--- config.mk ---
export PLATFORM = sky130hd
export DESIGN_NAME = led_pattern_ctrl
export DESIGN_NICKNAME = d
export VERILOG_FILES = /design/src/rtl/led_pattern_ctrl_pkg.sv /design/src/rtl/led_pattern_ctrl_debounce.sv /design/src/rtl/led_pattern_ctrl.sv
export SDC_FILE = /design/constraint.sdc
export NUM_CORES = 1
export LEC_CHECK = 0
export CAP_MARGIN = 20
export CORE_UTILIZATION = 60
export CTS_CLUSTER_DIAMETER = 150
export CTS_CLUSTER_SIZE = 14
export DETAILED_ROUTE_END_ITERATION = 6
export GPL_ROUTABILITY_DRIVEN = 0
export GPL_TIMING_DRIVEN = 0
export PLACE_DENSITY = 0.78
export SKIP_LAST_GASP = 1
export SLEW_MARGIN = 15
export SYNTH_ARGS = -nofsm -noshare
export SYNTH_HDL_FRONTEND = slang
export SYNTH_SLANG_ARGS = --single-unit
--- constraint.sdc ---
create_clock -name clk -period 5.66 [get_ports clk]
set_input_delay 1.132 -clock clk [delete_from_list [all_inputs] [get_ports clk]]
set_output_delay 1.132 -clock clk [all_outputs]
set_load 0.02 [all_outputs]
--- src/rtl/led_pattern_ctrl_pkg.sv ---
// Shared types and constants for the LED pattern controller.
// Mode encodings here are the single source for the RTL and the bench.
package led_pattern_ctrl_pkg;

   localparam int unsigned MODE_W = 2;

   typedef enum logic [MODE_W-1:0] {
      MODE_COUNT  = 2'd0,
      MODE_CHASE  = 2'd1,
      MODE_BOUNCE = 2'd2,
      MODE_HOLD   = 2'd3
   } mode_e;

   typedef enum logic {
      DIR_LEFT  = 1'b0,
      DIR_RIGHT = 1'b1
   } dir_e;

   // Mode sequence stepped by button[0].
   function automatic mode_e next_mode(input mode_e m);
      mode_e n;
      case (m)
         MODE_COUNT:  n = MODE_CHASE;
         MODE_CHASE:  n = MODE_BOUNCE;
         MODE_BOUNCE: n = MODE_HOLD;
         default:     n = MODE_COUNT;
      endcase
      return n;
   endfunction

endpackage

--- src/rtl/led_pattern_ctrl_debounce.sv ---
// Per-button synchroniser, saturating debounce counter and press pulse.
// Buttons are active-low; only a stable 1->0 transition yields a pulse.
module led_pattern_debounce #(
   parameter int unsigned DEBOUNCE_BITS = 16
) (
   input  logic clk,
   input  logic reset_n,
   input  logic button_i,
   output logic press_o
);

   localparam logic [DEBOUNCE_BITS-1:0] CNT_MAX = '1;

   logic                     sync1_q;
   logic                     sync2_q;
   logic                     stable_q;
   logic                     stable_d;
   logic                     press_q;
   logic                     press_d;
   logic [DEBOUNCE_BITS-1:0] cnt_q;
   logic [DEBOUNCE_BITS-1:0] cnt_d;

   // Count consecutive samples that disagree with the stable value.
   always_comb begin
      cnt_d    = '0;
      stable_d = stable_q;
      press_d  = 1'b0;
      if (sync2_q != stable_q) begin
         if (cnt_q == CNT_MAX) begin
            stable_d = ~stable_q;
            press_d  = stable_q;
         end else begin
            cnt_d = cnt_q + DEBOUNCE_BITS'(1);
         end
      end
   end

   always_ff @(posedge clk or negedge reset_n) begin
      if (!reset_n) begin
         sync1_q  <= 1'b1;
         sync2_q  <= 1'b1;
         stable_q <= 1'b1;
         cnt_q    <= '0;
         press_q  <= 1'b0;
      end else begin
         sync1_q  <= button_i;
         sync2_q  <= sync1_q;
         stable_q <= stable_d;
         cnt_q    <= cnt_d;
         press_q  <= press_d;
      end
   end

   assign press_o = press_q;

endmodule

--- src/rtl/led_pattern_ctrl.sv ---
// LED pattern controller: debounced buttons select a mode, a free-running
// prescaler steps the pattern, and the LEDs mirror the pattern register.
module led_pattern_ctrl
   import led_pattern_ctrl_pkg::*;
#(
   parameter int unsigned LED_WIDTH      = 6,
   parameter int unsigned BUTTON_COUNT   = 5,
   parameter int unsigned TICK_BITS      = 21,
   parameter int unsigned DEBOUNCE_BITS  = 16,
   parameter int unsigned LED_ACTIVE_LOW = 1
) (
   input  logic                    clk,
   input  logic                    reset_n,
   input  logic [BUTTON_COUNT-1:0] button,
   output logic [LED_WIDTH-1:0]    led,
   output logic [MODE_W-1:0]       mode,
   output logic                    tick
);

   localparam logic [TICK_BITS-1:0] TICK_MAX = '1;
   localparam logic [LED_WIDTH-1:0] LED_RST  = (LED_ACTIVE_LOW != 0) ? '1 : '0;

   logic [BUTTON_COUNT-1:0] press;
   logic [TICK_BITS-1:0]    presc_q;
   logic [TICK_BITS-1:0]    presc_d;
   logic                    tick_q;
   logic                    tick_d;
   mode_e                   mode_q;
   mode_e                   mode_d;
   dir_e                    dir_q;
   dir_e                    dir_d;
   logic [LED_WIDTH-1:0]    pattern_q;
   logic [LED_WIDTH-1:0]    pattern_d;
   logic [LED_WIDTH-1:0]    led_q;
   logic [LED_WIDTH-1:0]    led_d;
   logic                    mode_ev;
   logic                    sel_ev;
   logic [LED_WIDTH-1:0]    sel_pat;

   for (genvar b = 0; b < int'(BUTTON_COUNT); b++) begin : g_db
      led_pattern_debounce #(
         .DEBOUNCE_BITS(DEBOUNCE_BITS)
      ) u_db (
         .clk      (clk),
         .reset_n  (reset_n),
         .button_i (button[b]),
         .press_o  (press[b])
      );
   end

   // tick_q is high exactly while the prescaler sits at its maximum.
   always_comb begin
      presc_d = presc_q + TICK_BITS'(1);
      tick_d  = (presc_d == TICK_MAX);
   end

   // Lowest-index select button wins; indices past the LED range load 0.
   always_comb begin
      mode_ev = press[0];
      sel_ev  = 1'b0;
      sel_pat = '0;
      for (int k = int'(BUTTON_COUNT) - 1; k >= 1; k--) begin
         if (press[k]) begin
            sel_ev  = 1'b1;
            sel_pat = (k <= int'(LED_WIDTH)) ? (LED_WIDTH'(1) << (k - 1)) : '0;
         end
      end
   end

   always_ff @(posedge clk or negedge reset_n) begin
      if (!reset_n) begin
         mode_q <= MODE_COUNT;
      end else begin
         mode_q <= mode_d;
      end
   end

   always_comb begin
      mode_d = mode_q;
      if (mode_ev) begin
         mode_d = next_mode(mode_q);
      end else if (sel_ev) begin
         mode_d = MODE_HOLD;
      end
   end

   // Pattern update: mode advance reload, then select load, then tick step.
   always_comb begin
      pattern_d = pattern_q;
      dir_d     = dir_q;
      if (mode_ev) begin
         case (mode_d)
            MODE_COUNT:  pattern_d = '0;
            MODE_CHASE:  pattern_d = LED_WIDTH'(1);
            MODE_BOUNCE: begin
               pattern_d = LED_WIDTH'(1);
               dir_d     = DIR_LEFT;
            end
            default: ;
         endcase
      end else if (sel_ev) begin
         pattern_d = sel_pat;
      end else if (tick_q) begin
         case (mode_q)
            MODE_COUNT:  pattern_d = pattern_q + LED_WIDTH'(1);
            MODE_CHASE:  pattern_d = (pattern_q << 1) | (pattern_q >> (LED_WIDTH - 1));
            MODE_BOUNCE: begin
               if (LED_WIDTH > 1) begin
                  if (dir_q == DIR_LEFT) begin
                     if (pattern_q[LED_WIDTH-1]) begin
                        dir_d     = DIR_RIGHT;
                        pattern_d = pattern_q >> 1;
                     end else begin
                        pattern_d = pattern_q << 1;
                     end
                  end else begin
                     if (pattern_q[0]) begin
                        dir_d     = DIR_LEFT;
                        pattern_d = pattern_q << 1;
                     end else begin
                        pattern_d = pattern_q >> 1;
                     end
                  end
               end
            end
            default: ;
         endcase
      end
      led_d = (LED_ACTIVE_LOW != 0) ? ~pattern_d : pattern_d;
   end

   always_ff @(posedge clk or negedge reset_n) begin
      if (!reset_n) begin
         presc_q   <= '0;
         tick_q    <= 1'b0;
         dir_q     <= DIR_LEFT;
         pattern_q <= '0;
         led_q     <= LED_RST;
      end else begin
         presc_q   <= presc_d;
         tick_q    <= tick_d;
         dir_q     <= dir_d;
         pattern_q <= pattern_d;
         led_q     <= led_d;
      end
   end

   assign led  = led_q;
   assign mode = mode_q;
   assign tick = tick_q;

endmodule

==> metrics <==
hold buffer count at cts 0; Peak VDD IR 0.000235 V; fmax 356 MHz; delay of the slowest critical-path stage 0.61 ns; vias per std cell 5.59; H-Tree Depth 4; Iteration-0 DRC Markers 318; most common cell after layout, fill and taps aside dfrtp_1; clk_lat worst skew 0.53 ns; initial antenna violation count 0; post-synth top area share 0.444; CP bufs+invs 1; Pint 0.00173 W; Synth cell types 57; Post-Syn Instances 638; Fin. Hold Viols 0; die area 11300 sq um; Power Density 291 nW/um^2; async set-reset flop share out of synthesis 1.00; Util after Layout 0.717; slew margin rel. 0.441; kind of critical path reg2out; Slew Limit Fails 0; Worst Setup Start Kind flop; diodes inserted 0; Total Negative Setup Slacks 0 ns; Num CTS Buffers 17; post_cts resized 0; Synth area leaders dfrtp_1, dfstp_2, xor2_1; delay-heaviest family, CP buffers and inverters; clock root buffer clkbuf_8; Layout Nets 696; Final setup viols 0; die height 106 um; placed instance area 6890 sq um; Vias 4594; period utilization 0.496; share of layout cells above drive strength 1 0.101; register area 3450 sq um; Max-cap violations 0; area leader, netlist dfrtp_1; Initial Util 0.625; Comb pwr share 0.024; most used flip-flop cell after synthesis dfrtp_1; final wirelength 11800 um; design area 7500 sq um; CTS tree done; Max clock buf depth 2; worst slew pin tran 0.831 ns; Cell Chain, Critical Path clkdlybuf4s50_1; Syn Nets 661; Synth-to-Final Area Change 14.7%; critical path data arrival time 1.68 ns; wire per inst 14.4 um; core area 10500 sq um; Flop pwr share 0.461; switching power total 0.000451 W; Critical-path top delay cell clkdlybuf4s50_1; Post-CTS Setup Bufs 0; Die Wd 106 um; most frequent cells in the layout dfrtp_1, nor2_1, nand2_1, xor2_1, nand3_1; PnR Total Power 0.00218 W; Critical Path RT 4.53 ns; status finished clean; PortBufs 15; crit-path max FO 1; first-pass GRT wire length 20500 um; Switching Fraction 0.207; # DRC 0; vias in the first global route 4595; io pins 16; Rows 37; largest net degree at the start of global routing 82; Clk network pwr share 0.515; crit end category output pin; Leak 3.31 nW; Clock Skews 0.00691 ns; Overflow after GRT 0; Global Route Usage Sum 0.232; Mean Syn Cell Area 10.2 sq um; Mapped Area 6540 sq um; Post-synth EDFFs 0; DP HPWL 7840 um; Yosys reg bits 137; RSZ-0062 raised after global routing false; TritonCTS sink count 137; CTS clk-pin slew, worst paths 0.06 ns; area occupied by multi-input gates 2940 sq um; worst hold path type reg2reg; Final ANT Viol Nets 0; Fill cells 769; YS warnings 0; Pre-Repair DR Iteration Count 5; sequential share of the synthesized area 0.528; Final min period 2.81 ns
Yosys cell counts (4+ instances only):
master and n:
dfrtp_1 116, nor2_1 106, nand2_1 58, xor2_1 52
nand3_1 45, xnor2_1 40, inv_1 23, dfstp_2 21
and3_1 17, ha_1 16, clkbuf_1 15, nand4_1 14
a21oi_1 11, nand2b_1 11, and4_1 8, o21ai_0 8
mux2_2 6, nor3b_1 6, a31oi_1 4, nor3_1 4
flip-flops by register name, indices dropped and copies added (netlist names):
signal              cells
g_db.u_db.press_o       5
dir_q                   1
tick                    1
g_db.u_db.sync2_q       5
g_db.u_db.stable_q      5
g_db.u_db.sync1_q       5
mode                    2
presc_q                21
g_db.u_db.cnt_q        80
led                     6
pattern_q               6
path summary, 6_finish.rpt:
kind | startpoint | to | slack, ns | cells after the start
hold / removal | g_db[3].u_db.sync1_q$_DFF_PN1_ | g_db[3].u_db.sync2_q$_DFF_PN1_ | 0.35 | 0
min in group asynchronous | reset_n | g_db[0].u_db.cnt_q[9]$_DFF_PN0_ | 0.55 | 1
setup / recovery | led[5]$_DFF_PN1_ | led[5] | 2.85 | 1
hold reg to reg | g_db[3].u_db.sync1_q$_DFF_PN1_ | g_db[3].u_db.sync2_q$_DFF_PN1_ | 0.35 | 0
max in group asynchronous | reset_n | g_db[1].u_db.stable_q$_DFFE_PN1P_ | 4.33 | 2
setup reg to reg | mode[0]$_DFF_PN0_ | pattern_q[0]$_DFF_PN0_ | 3.15 | 12
per-layer routing:
layer  routed length [um]  vias up  track usage
li1                     -     2236            -
met1                 5380     2241        0.293
met2                 5790       93        0.376
met3                  460       24       0.0540
met4                  192        0        0.112
met5                    0        -            0
layout make-up:
type | instances | share of cell area
Clock inverter | 10 | 0.0188
Tap cell | 136 | 0.0227
Inverter | 23 | 0.0115
Clock buffer | 22 | 0.0630
Timing Repair Buffer | 16 | 0.0238
Multi-Input combinational cell | 463 | 0.392
Buffer | 15 | 0.00750
Sequential cell | 137 | 0.460
kinds of logic after synthesis:
logic type / after synthesis / synth area share
AND/OR/NAND/NOR: 293 / 0.224
flip-flops: 137 / 0.528
XOR/XNOR: 93 / 0.126
AO/OA/AOI/OAI: 50 / 0.0515
buffers and inverters: 38 / 0.0218
adder cells (fa/ha/maj): 16 / 0.0306
multiplexers: 11 / 0.0184
power by group through the flow:
| stage | Combinational (W) | Sequential (W) | Clock [W] |
|---|---|---|---|
| 2_1_floorplan | 0.0000230 | 0.00102 | 0 |
| 3_3_place_gp | 0.0000501 | 0.00102 | 0 |
| 3_5_place_dp | 0.0000544 | 0.00102 | 0 |
| 4_1_cts | 0.0000546 | 0.00101 | 0.00115 |
| 5_1_grt | 0.0000621 | 0.00101 | 0.00118 |
| 6_report | 0.0000524 | 0.00101 | 0.00112 |
worst register-to-register path: cells and delay by family, from the launching register on:
kind,cells,cell delay [ns]
flops,1,0.44
simple gates,3,0.27
fa+ha+maj,2,0.28
mux,1,0.39
buf+inv,4,0.86
compound gates,2,0.22
stage by stage:
stage                     worst slack [ns]  instances  hold WS (ns)
after floorplan                       3.46        638         0.345
after global placement               -1.70        789         0.346
after detailed placement              3.16        790         0.350
after CTS                             2.82        822         0.353
after global routing                  2.82        822         0.357
final                                 2.85        822         0.351
Note: power is estimated with default switching activity, not from simulation.
